## src/rtl/sprite_pkg.sv

```systemverilog
`timescale 1ns/1ps
// sprite_pkg: shared default sizes and the tag-width helper for the
// sprite ROM arbiter and its winner-selection sub-module.
package sprite_pkg;

    localparam int N_REQ_DEF = 4;
    localparam int AW_DEF    = 16;
    localparam int DW_DEF    = 24;
    localparam int TAG_W     = $clog2(N_REQ_DEF);

    // Width of a channel index; never narrower than one bit.
    function automatic int tag_width(input int n);
        return (n > 1) ? $clog2(n) : 1;
    endfunction

endpackage

```

## src/rtl/sprite_arb_pick.sv

```systemverilog
`timescale 1ns/1ps
// sprite_arb_pick: combinational winner search. Scans the eligible vector
// starting at (ptr+1) mod N_REQ and returns the first hit as a one-hot
// vector plus its index. A pointer of N_REQ-1 gives lowest-index-first.
module sprite_arb_pick
    import sprite_pkg::*;
#(
    parameter int N_REQ = N_REQ_DEF,
    parameter int TW    = TAG_W
) (
    input  logic [N_REQ-1:0] elig,
    input  logic [TW-1:0]    ptr,
    output logic [N_REQ-1:0] win_oh,
    output logic [TW-1:0]    win_idx,
    output logic             win_vld
);

    // Rotating first-hit search over the eligible channels.
    always_comb begin
        int          idx;
        logic [TW-1:0] sel;
        win_oh  = '0;
        win_idx = '0;
        win_vld = 1'b0;
        idx     = 0;
        sel     = '0;
        for (int k = 1; k <= N_REQ; k++) begin
            idx = (int'(ptr) + k) % N_REQ;
            sel = TW'(idx);
            if (!win_vld && elig[sel]) begin
                win_vld      = 1'b1;
                win_idx      = sel;
                win_oh[sel]  = 1'b1;
            end
        end
    end

endmodule

```

## src/rtl/sprite_rom_arbiter.sv

```systemverilog
`timescale 1ns/1ps
// sprite_rom_arbiter: shares one single-port, one-cycle-latency sprite ROM
// among N_REQ channels. Each channel has at most one read outstanding; the
// winner index travels as a tag and returns with the pixel two cycles
// after its grant. Define SPRITE_ARB_ROUND_ROBIN_EN for round-robin
// arbitration; otherwise fixed priority, lowest index wins.
module sprite_rom_arbiter
    import sprite_pkg::*;
#(
    parameter int N_REQ = N_REQ_DEF,
    parameter int AW    = AW_DEF,
    parameter int DW    = DW_DEF
) (
    input  logic                clk,
    input  logic                rst,
    input  logic [N_REQ-1:0]    req,
    input  logic [N_REQ*AW-1:0] addr,
    output logic [N_REQ-1:0]    gnt,
    output logic [N_REQ-1:0]    rd_valid,
    output logic [DW-1:0]       rd_data,
    output logic                rom_rd,
    output logic [AW-1:0]       rom_addr,
    input  logic [DW-1:0]       rom_data,
    output logic                busy
);

    localparam int TW = tag_width(N_REQ);

    logic [N_REQ-1:0] pending;
    logic [N_REQ-1:0] pending_nxt;
    logic [N_REQ-1:0] elig;
    logic [N_REQ-1:0] win_oh;
    logic [TW-1:0]    win_idx;
    logic             win_vld;
    logic [TW-1:0]    ptr;
    logic [AW-1:0]    sel_addr;
    logic [N_REQ-1:0] ret_oh;

    logic             vld_p0;
    logic [TW-1:0]    tag_p0;
    logic             vld_p1;
    logic [TW-1:0]    tag_p1;

    assign elig   = req & ~gnt & ~pending;
    assign rom_rd = vld_p0;

    sprite_arb_pick #(
        .N_REQ (N_REQ),
        .TW    (TW)
    ) u_pick (
        .elig    (elig),
        .ptr     (ptr),
        .win_oh  (win_oh),
        .win_idx (win_idx),
        .win_vld (win_vld)
    );

`ifdef SPRITE_ARB_ROUND_ROBIN_EN
    // Last-winner pointer; search starts one past it.
    always_ff @(posedge clk or posedge rst) begin
        if (rst) begin
            ptr <= TW'(N_REQ - 1);
        end else if (win_vld) begin
            ptr <= win_idx;
        end
    end
`else
    assign ptr = TW'(N_REQ - 1);
`endif

    // Address mux for the winning channel, and the return one-hot from the tag.
    always_comb begin
        sel_addr = '0;
        ret_oh   = '0;
        for (int i = 0; i < N_REQ; i++) begin
            if (win_oh[i]) begin
                sel_addr = addr[i*AW +: AW];
            end
        end
        if (vld_p1) begin
            ret_oh[tag_p1] = 1'b1;
        end
        pending_nxt = (pending & ~ret_oh) | win_oh;
    end

    // Grant/issue stage (p0), ROM-access stage (p1), return stage.
    always_ff @(posedge clk or posedge rst) begin
        if (rst) begin
            gnt      <= '0;
            vld_p0   <= 1'b0;
            tag_p0   <= '0;
            rom_addr <= '0;
            vld_p1   <= 1'b0;
            tag_p1   <= '0;
            rd_valid <= '0;
            rd_data  <= '0;
            pending  <= '0;
            busy     <= 1'b0;
        end else begin
            // p0: grant and ROM request
            gnt    <= win_oh;
            vld_p0 <= win_vld;
            tag_p0 <= win_idx;
            if (win_vld) begin
                rom_addr <= sel_addr;
            end
            // p1: ROM data arrives during this cycle
            vld_p1 <= vld_p0;
            tag_p1 <= tag_p0;
            // return: capture pixel and strobe the tagged channel
            rd_valid <= ret_oh;
            if (vld_p1) begin
                rd_data <= rom_data;
            end
            pending <= pending_nxt;
            busy    <= |pending_nxt;
        end
    end

endmodule

```

## config.mk

```make
export PLATFORM = sky130hd
export DESIGN_NAME = sprite_rom_arbiter
export DESIGN_NICKNAME = d
export VERILOG_FILES = /design/src/rtl/sprite_pkg.sv /design/src/rtl/sprite_arb_pick.sv /design/src/rtl/sprite_rom_arbiter.sv
export SDC_FILE = /design/constraint.sdc
export NUM_CORES = 1
export LEC_CHECK = 0
export CORE_UTILIZATION = 40
export DETAILED_ROUTE_END_ITERATION = 10
export HOLD_SLACK_MARGIN = 0.12
export PLACE_DENSITY = 0.81
export SLEW_MARGIN = 10
export SYNTH_ARGS = -nofsm -noshare
export SYNTH_HDL_FRONTEND = slang
export SYNTH_SLANG_ARGS = --single-unit
export TNS_END_PERCENT = 10
```

## constraint.sdc

```tcl
create_clock -name clk -period 2.1 [get_ports clk]
set_input_delay 0.42 -clock clk [delete_from_list [all_inputs] [get_ports clk]]
set_output_delay 0.42 -clock clk [all_outputs]
set_load 0.05 [all_outputs]
```

==> results of run 1 <==
-- registers in the layout (all words and copies together) (netlist names) --
name,flops
rd_data,24
rom_addr,16
gnt,4
pending,4
rd_valid,4
tag_p0,2
tag_p1,2
busy,1
rom_rd,1
vld_p1,1
-- kinds of logic after synthesis --
kind of cell,count (synthesis),synth area share
buf+inv,21,0.0413
simple gates,54,0.145
mux,40,0.156
compound gates,38,0.123
flops,59,0.535
-- per-stage QoR --
| stage | power [mW] | area (µm²) | TNS (ns) | hold WS [ns] |
|---|---|---|---|---|
| final | 7.38 | 4540 | 0 | 0.348 |
| after detailed placement | 6.32 | 4320 | -2.80 | 0.336 |
| after floorplan | 4.87 | 2760 | 0 | 0.331 |
| after global placement | 6.23 | 4320 | -1.64 | 0.332 |
| after CTS | 7.43 | 4530 | 0 | 0.350 |
| after global routing | 7.74 | 4540 | 0 | 0.359 |
-- worst max path at each step --
| stage | start | endpoint | slack [ns] | depth (start not counted) |
|---|---|---|---|---|
| final | gnt[3]$_DFF_PP0_ | gnt[3] | 0.11 | 1 |
| after global routing | gnt[3]$_DFF_PP0_ | gnt[3] | 0.07 | 1 |
| after CTS | req[0] | pending[3]$_DFF_PP0_ | 0.06 | 5 |
| after detailed placement | req[0] | pending[3]$_DFF_PP0_ | -0.25 | 5 |
| after global placement | req[0] | rom_addr[11]$_DFFE_PP0P_ | -0.14 | 5 |
| after floorplan | rst | busy$_DFF_PP0_ | 0.22 | 1 |
-- area by class of cell --
| cell class | count | share of cell area |
|---|---|---|
| Clock buffer | 14 | 0.0403 |
| Inverter | 5 | 0.00469 |
| Multi-Input combinational cell | 132 | 0.260 |
| Tap cell | 77 | 0.0212 |
| Timing Repair Buffer | 154 | 0.341 |
| Sequential cell | 59 | 0.325 |
| Clock inverter | 1 | 0.00662 |
-- power groups by stage --
stage	clock network, mW	registers (mW)	logic (mW)
global route	1.18	2.04	4.52
global placement	0	1.97	4.26
CTS	1.12	1.98	4.34
detailed placement	0	2.00	4.32
floorplan	0	3.55	1.33
finish	1.09	1.98	4.31
-- routing by layer --
metal / track usage / up-vias / share of wire
met4: 0.0678 / 0 / 0.012
met2: 0.386 / 92 / 0.52
li1: - / 1110 / -
met1: 0.254 / 1129 / 0.41
met5: 0 / - / 0
met3: 0.0438 / 10 / 0.056
-- synth_stat cells (2+ instances only) --
cell       n
a21o_1     2
a22oi_2    9
a311oi_1   7
and4bb_2   4
buf_2      8
buf_4      2
buf_6      2
clkbuf_1   4
dfrtp_1   59
inv_1      4
mux2_2    24
mux2i_1   16
nand2_1   10
nand2b_1   2
nand3_1    2
nor2_1    10
nor3_2     2
nor3b_2    3
nor4bb_1   3
o22ai_1    7
o311ai_1   9
or3b_1     3
or4b_1     9
-- cells in the final DEF, fill, tap and decap left out, types with 2 or more instances in the layout --
cell type / count
dfrtp_1: 59
nor4bb_1: 3
a21o_1: 2
or4b_1: 9
o22ai_1: 7
buf_12: 3
a311oi_1: 7
nand2_1: 10
nor2_1: 10
buf_4: 9
nor3b_2: 2
o311ai_1: 9
clkbuf_8: 13
a22oi_2: 9
and4bb_2: 4
nand3_1: 2
mux2_2: 24
mux2i_1: 16
or3b_1: 3
clkdlybuf4s50_1: 142
inv_1: 3
nand2b_1: 2
==> reports/qor.yml, run 1 <==
worst_setup_path:
  reg2reg_setup_slack_ns: 0.40
  critPathMaxFanout: 2
  timing.reg2reg.worst_path_depth: 3
  crit_path_cell_trace: "clkdlybuf4s50_1"
  rr_endpoint: "rom_addr[10]$_DFFE_PP0P_"
  cp.buffers_inverters: 1
  worstSetupPathType: "register to primary output"
  crit_path_start_kind: "register"
  arrival_ns: 1.57
  worstSetupEndpointType: "primary output"
  crit-reg2reg-launch: "gnt[1]$_DFF_PP0_"
  crit_required_ns: 1.68
  crit_family: "buffers and inverters"
  critical_path.slowest_cell: "clkdlybuf4s50_1"
  timing.critical_path.slowest_cell_delay_ns: 0.84
layout:
  fin_nets: 455
  num_antenna_cells: 0
  multi_input_area_um2: 1180
  finalNonFillerCells: 442
  n_fill_cell: 491
  layout-drive-gt1-share: 0.195
  register_area_um2: 1480
  areaGrowthSynthToFinish_pct: 64.4
  final_core_utilization: 0.699
worst_hold_path:
  worst_hold_path_endpoint: "tag_p1[0]$_DFF_PP0_"
  worst_hold_path.num_cells: 0
  timing.hold.worst.class: "register to register"
  hold_path.startpoint: "tag_p0[0]$_DFF_PP0_"
floorplan:
  floorplan.die.width_um: 85.1
  die-area_um2: 7230
  initial_utilization: 0.425
  core_region_area_um2: 6490
  floorplan.rows: 29
  chipHeight_um: 85.1
  ioPinCount: 144
power_and_ir_drop:
  power.density_nw_per_um2: 1630
  power_frac_seq: 0.268
  power.clock.fraction: 0.148
  p_leak_nw: 1.83
  combinational_cell_fraction_of_total_power: 0.584
  p_int_mw: 4.02
  vdd_drop_max_mv: 0.682
  power_switching_share: 0.455
  power.switching_mw: 3.36
synth:
  number_of_enable_flip_flop_cells_after_synthesis: 0
  synthesis.nets: 306
  avgSynthCellArea_um2: 13.0
  post-synth-top-area-cell: "dfrtp_1"
  yosys_most_used_dff: "dfrtp_1"
  synth_warnings: 0
  yosys.cell_types.count: 34
  ys_ff_latch: 59
  netlist_instances: 212
  synthDominantCellAreaShare: 0.535
  synth-async-reset-ratio: 1.00
  synth_sequential_area_ratio: 0.535
  synth_area_um2: 2760
  synth.top_cells.by_area: "dfrtp_1 (54%), mux2_2 (9.8%), mux2i_1 (5.8%)"
clocking:
  cts_hold_buf: 0
  cts.repair_timing.setup_buffer_count: 0
  clock_tree.htree_level_count: 3
  cts_tree: "yes"
  clock_sinks: 59
  root_buffer: "clkbuf_8"
  cts.clk_slew.worst_paths_ns: 0.06
  cts_repair_resize_count: 0
  clockBufferDepth: 2
  insertion_delay_ns: 0.33
  cts_made_buffers: 9
sta:
  fmax_mhz: 503
  postLayoutSetupSlackWorst_ns: 0.111
  final_min_period_over_clock_period: 0.947
  final_max_slew_viol_count: 0
  grt_setup_unrepaired: "false"
  setup_viol: 0
  min_period_ns: 1.99
  max_slew.worst_pin.slew_ns: 0.717
  final_hold_viol_count: 0
  worst_slew_margin_rel: 0.520
  finClkSkew_ns: 0.00651
grt:
  antenna_found_initial: 0
  grt_pass1_vias: 2517
  grt_util_all_layers: 0.214
  grt_max_degree: 60
  globalRouteOverflowTotal: 0
  grt_pass1_wl_mm: 12.0
detailed_routing:
  drt-total-wl_mm: 7.41
  route.detailed.vias_per_inst: 5.30
  post-route-drc-count: 0
  post_dr_wirelength_cell_um: 16.8
  drt_first_pass_iters: 4
  final_antenna_net_count: 0
  num_vias: 2341
  drt_first_iter_violations: 107
flow_run:
  max_cap_violations: 0
placed_design:
  place.port_buffers: 143
  placement.setup.worst_slack_ns: -0.253
  cell_total_after_placement: 427
  hpwl_mm: 5.37
  gpl.final_weighted_congestion: 0.772
run_status:
  run_status: "complete, no violations"
Power figures use the tool's default switching activity.
==> inputs of run 2 (changes only) <==
- CAP_MARGIN: not set -> 20
- MAX_ROUTING_LAYER: not set -> met4
==> run 2 against run 1 <==
Sequential power about the same; hold slack about the same; highest routed layer unchanged; wire length down 0.19%; register-to-register slack about the same; non-clock buffer count up 1; design area about the same; critical path depth unchanged; largest cell class unchanged; global-route usage up 0.62 points; via count up 0.21%; flip-flop and latch count unchanged.
==> reports/qor.yml, run 2 (synthesized netlist as in run 1, its figures left out) <==
layout:
  largest_register_ffs: 24  # unchanged
  num_antenna_cells: 0  # unchanged
  layout-drive-gt1-share: 0.197  # was 0.195
  fin_nets: 456  # was 455
  mostFrequentLayoutCells: "clkdlybuf4s50_1 (142), dfrtp_1 (59), mux2_2 (24)"  # unchanged
  max_flop_register: "rd_data"  # unchanged
  final_common_cell: "clkdlybuf4s50_1"  # unchanged
  reg.largest.list: "rd_data (24), rom_addr (16)"  # unchanged
  areaGrowthSynthToFinish_pct: 64.5  # was 64.4%
detailed_routing:
  post_dr_wirelength_cell_um: 16.7  # was 16.8 µm
  final_antenna_net_count: 0  # unchanged
  num_vias: 2346  # was 2341
  drt_first_iter_violations: 107  # unchanged
  post-route-drc-count: 0  # unchanged
  drt_first_pass_iters: 4  # unchanged
  route.detailed.vias_per_inst: 5.30  # about the same
  drt-total-wl_mm: 7.40  # was 7.41 mm
floorplan:
  ioPinCount: 144  # unchanged
  die-area_um2: 7230  # unchanged
  chipHeight_um: 85.1  # unchanged
  floorplan.rows: 29  # unchanged
  initial_utilization: 0.425  # unchanged
  floorplan.die.width_um: 85.1  # unchanged
  core_region_area_um2: 6490  # unchanged
worst_setup_path:
  cp.buffers_inverters: 1  # unchanged
  crit_path_cell_trace: "clkdlybuf4s50_1"  # unchanged
  crit_path_start_kind: "register"  # unchanged
  crit_required_ns: 1.68  # about the same
  rr_endpoint: "rom_addr[10]$_DFFE_PP0P_"  # unchanged
  crit-reg2reg-launch: "gnt[1]$_DFF_PP0_"  # unchanged
  worst_setup_path_startpoint: "gnt[3]$_DFF_PP0_"  # unchanged
  reg2reg_setup_slack_ns: 0.41  # was 0.40 ns
  crit_family: "buffers and inverters"  # unchanged
  worstSetupEndpointType: "primary output"  # unchanged
  crit_cells: 1  # unchanged
  critical_path.slowest_cell: "clkdlybuf4s50_1"  # unchanged
  timing.critical_path.slowest_cell_delay_ns: 0.84  # about the same
  timing.reg2reg.worst_path_depth: 3  # unchanged
  critPathMaxFanout: 2  # unchanged
  worstSetupPathType: "register to primary output"  # unchanged
  arrival_ns: 1.57  # about the same
power_and_ir_drop:
  p_leak_nw: 1.84  # was 1.83 nW
  vdd_drop_max_mv: 0.683  # was 0.682 mV
  power.density_nw_per_um2: 1630  # about the same
sta:
  max_slew.worst_pin.slew_ns: 0.534  # was 0.717 ns
  fmax_mhz: 504  # was 503 MHz
  final_min_period_over_clock_period: 0.945  # was 0.947
  grt_setup_unrepaired: "false"  # unchanged
  min_period_ns: 1.99  # about the same
  worst_slew_margin_rel: 0.643  # was 0.520
  postLayoutSetupSlackWorst_ns: 0.115  # was 0.111 ns
  finalHoldWorstSlack_ns: 0.348  # about the same
  final_hold_viol_count: 0  # unchanged
  final_max_slew_viol_count: 0  # unchanged
  finClkSkew_ns: 0.00597  # was 0.00651 ns
  setup_viol: 0  # unchanged
clocking:
  cts_repair_resize_count: 0  # unchanged
  insertion_delay_ns: 0.33  # about the same
  cts_tree: "yes"  # unchanged
  clock_sinks: 59  # unchanged
  cts_made_buffers: 9  # unchanged
  root_buffer: "clkbuf_8"  # unchanged
  cts.repair_timing.setup_buffer_count: 0  # unchanged
  clock_tree.htree_level_count: 3  # unchanged
  cts_hold_buf: 0  # unchanged
  clockBufferDepth: 2  # unchanged
  cts.clk_slew.worst_paths_ns: 0.06  # about the same
run_status:
  run_status: "complete, no violations"  # unchanged
placed_design:
  place.port_buffers: 143  # unchanged
  hpwl_mm: 5.37  # unchanged
  gpl.final_weighted_congestion: 0.783  # was 0.772
  placement.setup.worst_slack_ns: -0.253  # unchanged
grt:
  grt_pass1_wl_mm: 12.0  # about the same
  globalRouteOverflowTotal: 0  # unchanged
  grt_util_all_layers: 0.220  # was 0.214
  antenna_found_initial: 0  # unchanged
  grt_max_degree: 60  # unchanged
  grt_pass1_vias: 2521  # was 2517
worst_hold_path:
  worst_hold_path.num_cells: 0  # unchanged
  hold_path.startpoint: "tag_p0[0]$_DFF_PP0_"  # unchanged
  timing.hold.worst.class: "register to register"  # unchanged
  worst_hold_path_endpoint: "tag_p1[0]$_DFF_PP0_"  # unchanged
flow_run:
  max_cap_violations: 0  # unchanged
run 2: area by class of cell:
type | instances | area, µm²
clock buffer | 14 | 183
clock inverter | 1 | 30.0
fill | 490 | 1960
inverter | 5 | 21.3
multi-input combinational | 132 | 1170
sequential | 59 | 1480
tap | 77 | 96.3
timing repair buffer | 155 | 1560
run 2: worst max path at each step:
stage / endpoint / slack, ns
floorplan: busy$_DFF_PP0_ / 0.22
global placement: rom_addr[11]$_DFFE_PP0P_ / -0.14
detailed placement: pending[3]$_DFF_PP0_ / -0.25
CTS: pending[3]$_DFF_PP0_ / 0.06
global route: gnt[3] / 0.07
finish: gnt[3] / 0.11
run 2: metal layers:
| layer | GRT usage | wire length (µm) |
|---|---|---|
| met1 | 0.253 | 3040 |
| met3 | 0.0418 | 431 |
| met4 | 0.0678 | 106 |
| met5 | - | 0 |
| met2 | 0.387 | 3820 |
run 2: power breakdown:
part / internal, mW / switching (mW) / leakage [nW] / total [mW]
Clock: 0.672 / 0.421 / 0.109 / 1.09
Combinational: 1.68 / 2.64 / 1.03 / 4.32
Sequential: 1.67 / 0.302 / 0.702 / 1.97
run 2: metrics by stage:
stage	power (mW)	utilization	std cells	TNS (ns)	instance area, µm²
2_1_floorplan	4.87	-	212	0	2760
3_3_place_gp	6.23	0.665	427	-1.64	4320
3_5_place_dp	6.32	0.665	427	-2.80	4320
4_1_cts	7.43	0.698	442	0	4530
5_1_grt	7.75	0.699	443	0	4540
6_report	7.39	0.699	443	0	4540
